[config.mk]
export PLATFORM = sky130hd
export DESIGN_NAME = clk_div_gen
export DESIGN_NICKNAME = d
export VERILOG_FILES = /design/src/rtl/clk_div_gen.sv
export SDC_FILE = /design/constraint.sdc
export NUM_CORES = 1
export LEC_CHECK = 0
export CORE_MARGIN = 3
export CORE_UTILIZATION = 55
export DETAILED_ROUTE_END_ITERATION = 16
export HOLD_SLACK_MARGIN = 0.08
export PLACE_DENSITY = 0.84
export SYNTH_ARGS = -nofsm -noshare
export SYNTH_HDL_FRONTEND = slang
export SYNTH_SLANG_ARGS = --single-unit
[constraint.sdc]
create_clock -name clk_in -period 2.2 [get_ports clk_in]
set_input_delay 0.44 -clock clk_in [delete_from_list [all_inputs] [get_ports clk_in]]
set_output_delay 0.44 -clock clk_in [all_outputs]
set_load 0.005 [all_outputs]
[src/rtl/clk_div_gen.sv]
// clk_div_gen: multi-channel programmable 50% duty clock divider with shadowed divide values
// Ports: clk_in rising-edge clock; rst_n async active-low reset; ch_en per-channel run enable;
//   cfg_we/cfg_ch/cfg_div write divide value D (each phase lasts D+1 cycles) into a channel's shadow;
//   clk_out registered divided clocks; tick one-cycle pulse aligned with each clk_out rise.
// Optional: define CLKDIV_SYNC_EN to add sync_pulse, which restarts all running channels in phase.
module clk_div_gen #(
  parameter int NUM_CH = 4,
  parameter int DIV_W = 8,
  parameter int DEF_DIV = 0,
  localparam int CH_W = NUM_CH > 1 ? $clog2(NUM_CH) : 1
) (
  input  logic              clk_in,
  input  logic              rst_n,
  input  logic [NUM_CH-1:0] ch_en,
  input  logic              cfg_we,
  input  logic [CH_W-1:0]   cfg_ch,
  input  logic [DIV_W-1:0]  cfg_div,
`ifdef CLKDIV_SYNC_EN
  input  logic              sync_pulse,
`endif
  output logic [NUM_CH-1:0] clk_out,
  output logic [NUM_CH-1:0] tick
);
  typedef enum logic [1:0] {STOP, LOW, HIGH} state_t;
  for (genvar i = 0; i < NUM_CH; i++) begin : g_ch
    state_t state_q, state_d;
    logic [DIV_W-1:0] shadow_q, shadow_d, active_q, active_d, cnt_q, cnt_d;
    logic stop_q, stop_d, clk_q, clk_d, tick_q, tick_d;
    always_comb begin
      // out-of-range cfg_ch values match no channel and are dropped
      shadow_d = (cfg_we && cfg_ch == CH_W'(i)) ? cfg_div : shadow_q;
      active_d = active_q;
      state_d = state_q;
      cnt_d = cnt_q + 1'b1;
      if (state_q == STOP) begin
        cnt_d = '0;
        if (ch_en[i]) begin
          state_d = LOW;
          active_d = shadow_d;
        end
      end else if (state_q == LOW && !ch_en[i]) begin
        state_d = STOP;
        cnt_d = '0;
      end else if (cnt_q == active_q) begin
        cnt_d = '0;
        if (state_q == LOW)
          state_d = HIGH;
        else if (stop_q || !ch_en[i])
          state_d = STOP;
        else begin
          state_d = LOW;
          active_d = shadow_d;
        end
      end
`ifdef CLKDIV_SYNC_EN
      if (sync_pulse && state_q != STOP) begin
        state_d = ch_en[i] ? LOW : STOP;
        cnt_d = '0;
        active_d = shadow_d;
      end
`endif
      // remembers a disable seen mid-high so the high pulse completes before stopping
      stop_d = state_d == HIGH && (stop_q || !ch_en[i]);
      clk_d = state_d == HIGH;
      tick_d = state_d == HIGH && state_q != HIGH;
    end
    always_ff @(posedge clk_in or negedge rst_n) begin
      if (!rst_n) begin
        state_q <= STOP;
        shadow_q <= DIV_W'(DEF_DIV);
        active_q <= DIV_W'(DEF_DIV);
        cnt_q <= '0;
        stop_q <= 1'b0;
        clk_q <= 1'b0;
        tick_q <= 1'b0;
      end else begin
        state_q <= state_d;
        shadow_q <= shadow_d;
        active_q <= active_d;
        cnt_q <= cnt_d;
        stop_q <= stop_d;
        clk_q <= clk_d;
        tick_q <= tick_d;
      end
    end
    assign clk_out[i] = clk_q;
    assign tick[i] = tick_q;
  end
endmodule

==> flow_summary.json, run 1 <==
{
  "critPathKind": "register to register",
  "tightest_slew_ns": 0.588,
  "synth_area_leaders": "dfrtp_1 (56%), mux2_2 (11%), xor2_1 (8.8%), mux2_4 (4.6%), nor2_1 (2.2%)",
  "top_usage_layer": "met2",
  "r2r-end": "g_ch[0].active_q[0]",
  "ys_seq_elements": 116,
  "final_nets": 470,
  "post-dp-hpwl_mm": 6.49,
  "dp.cells": 537,
  "grt_max_degree": 44,
  "ir_drop_v": 0.000687,
  "cts_root_buf": "clkbuf_8",
  "yosys.cell_types.count": 31,
  "crit_required_ns": 2.59,
  "portBuffers": 24,
  "synth_top_area_cell": "dfrtp_1",
  "worst-r2r-setup-slack_ns": 0.11,
  "drc": 0,
  "met3_usage_pct": 5.95,
  "wl_per_cell_um": 18.2,
  "ys_async_sr_fraction_pct": 100,
  "clkTransAtPathRegs_ns": 0.06,
  "syn_area_mm2": 0.00518,
  "area_delta_synth_final_pct": 20.3,
  "start_kind": "register",
  "r2r_cells": 5,
  "min_period_over_period_pct": 95.2,
  "leakage_nw": 2.91,
  "regArea_mm2": 0.00290,
  "antenna_found_initial": 0,
  "regToRegStartpoint": "g_ch[0].cnt_q[2]",
  "vias": 3184,
  "grt_use_total_pct": 21.4,
  "fin_hold_ws_ns": 0.454,
  "setup_viol": 0,
  "synth_ff_type": "dfrtp_1",
  "tns_ns": 0,
  "power_density_mw_per_mm2": 1330,
  "fin_cells": 569,
  "die-area_mm2": 0.0106,
  "io_pins": 25,
  "drive_above_1_share_pct": 25.4,
  "worstPathArrival_ns": 2.48,
  "slew_headroom_pct": 60.5,
  "die_w_um": 103,
  "crit_path_start": "g_ch[0].cnt_q[2]",
  "multi_input_area_mm2": 0.00216,
  "hold_viol_final": 0,
  "grt_use_met2_pct": 36.4,
  "cts.sink_count": 116,
  "ant_nets": 0,
  "rsz0062_at_grt": "no",
  "fmaxAchievable_ghz": 0.478,
  "core_mm2": 0.00893,
  "via_per_inst": 5.60,
  "n_antenna_cell": 0,
  "synth_fp_nets": 429,
  "yosys_warnings": 0,
  "crit_path_max_fanout": 8,
  "overflow": 0,
  "end_kind": "register",
  "drt_iter0_drc": 111,
  "avgSynthCellArea_um2": 12.7,
  "clockBufferDepth": 2,
  "min_path_type": "input pin to asynchronous set/reset pin",
  "firstDrtPassIters": 6,
  "h-tree-depth": 4,
  "synth_top_cells_by_count": "dfrtp_1 (116), xor2_1 (52), mux2_2 (49)",
  "synth_edf_count": 0,
  "start_util_pct": 58.0,
  "cts_made_buffers": 17,
  "synthCells": 408,
  "grt_pass1_wl_mm": 16.9,
  "synthDominantCellAreaShare_pct": 56.0,
  "use_met1_pct": 25.8,
  "slew_viol_final": 0,
  "cts_tree": "built",
  "post-synth-top-count-cell": "dfrtp_1",
  "clock_latency_ns": 0.51,
  "rows": 34,
  "period_needed_ns": 2.09,
  "fillers": 598,
  "synth.yosys.seq_area_share_pct": 56.0,
  "die_h_um": 103,
  "cap_violations": 0,
  "outcome": "finished, final reports clean",
  "clock_skew_ns": 0.00727,
  "grt_pass1_vias": 3415,
  "gp_congestion": 0.784,
  "drt-total-wl_mm": 10.4
}
[sequential cells by signal (all words and copies together) (netlist names)]
register / count
g_ch.shadow_q: 32
g_ch.stop_q: 4
g_ch.tick_q: 4
g_ch.cnt_q: 32
g_ch.active_q: 32
g_ch.clk_q: 4
g_ch.state_q: 8
[placed cells by master, fill, tap and decap left out, types with 7 or more instances in the layout]
master           netlist  final
dfrtp_1              116    116
xor2_1                52     52
mux2_2                49     49
nor2_1                31     31
clkdlybuf4s50_1        0     23
nand2_1               22     22
nand3_1               22     22
inv_1                 20     20
mux2_4                16     16
clkbuf_16              0     16
o21ai_0               10     10
and3_1                 9      9
nor4_2                 5      7
[worst max-delay path, stage by stage, from the launching register on]
cell and delay [ns]:
dfrtp_1 0.45, xor2_1 0.20, nor4_2 0.39, nand2_1 0.20
a21oi_4 0.35, mux2_2 0.39
[power by group]
| part | total (mW) | internal (mW) | switching, mW | leakage [nW] |
|---|---|---|---|---|
| Clock | 3.08 | 2.17 | 0.911 | 0.334 |
| Combinational | 1.97 | 1.00 | 0.967 | 1.11 |
| Sequential | 3.24 | 2.72 | 0.514 | 1.47 |
[kinds of logic (layout without fill, tap and decap cells)]
kind of cell,count (synthesis),after routing,share of synthesized area (%)
DFF,116,116,56.0
and+or+nand+nor,103,103,10.4
muxes,66,66,15.5
xor gates and xnor gates,56,56,9.46
AOI/OAI and AO/OA,35,35,5.09
buffers and inverters,28,81,2.61
adders and majority gates,4,4,0.966
[worst max path at each step]
stage	end	slack [ns]	cells past startpoint
after floorplan	g_ch[1].active_q[0]	0.39	5
after global placement	g_ch[2].active_q[4]	0.11	4
after detailed placement	g_ch[1].active_q[2]	0.02	4
after CTS	g_ch[0].active_q[0]	0.05	5
after global routing	g_ch[0].active_q[0]	0.004	5
final	g_ch[0].active_q[0]	0.11	5
[layer usage]
layer | share of wire [%] | vias up
met1 | 43 | 1624
met2 | 52 | 66
li1 | - | 1478
met4 | 1.7 | 0
met5 | 0 | -
met3 | 3.6 | 16
[area by class of cell]
cell class	count	share of cell area, %
repair buffers	30	4.77
clock inverters	10	3.21
multi-input cells	264	34.6
clock buffers	21	7.52
well taps	108	2.17
flip-flops and latches	116	46.5
inverters	20	1.20
[metrics by stage]
stage	total power [mW]	setup WS (ns)	util, %	area, µm²
finish	8.29	0.106	69.8	6240
global route	8.69	0.00394	69.8	6240
CTS	8.33	0.0508	69.8	6230
detailed placement	5.16	0.0242	62.1	5550
global placement	5.02	0.108	62.1	5550
floorplan	4.64	0.392	-	5180
[timing repair]
action                                  in CTS  in global routing
buffers inserted                             0                  0
endpoints found under the hold margin       39                  0
hold buffers                                 1                  0
resized for setup                            1                  1
endpoints found under the setup margin       8                  8
(Power assumes the default switching activity.)
==> run 2, diff against run 1 <==
--- a/config.mk
+++ b/config.mk
@@ -10,6 +10,7 @@
 export DETAILED_ROUTE_END_ITERATION = 16
 export HOLD_SLACK_MARGIN = 0.08
 export PLACE_DENSITY = 0.84
+export SLEW_MARGIN = 40
 export SYNTH_ARGS = -nofsm -noshare
 export SYNTH_HDL_FRONTEND = slang
 export SYNTH_SLANG_ARGS = --single-unit
==> results of run 2 <==
Final layout, timing and power as in run 1 (identical DEF).
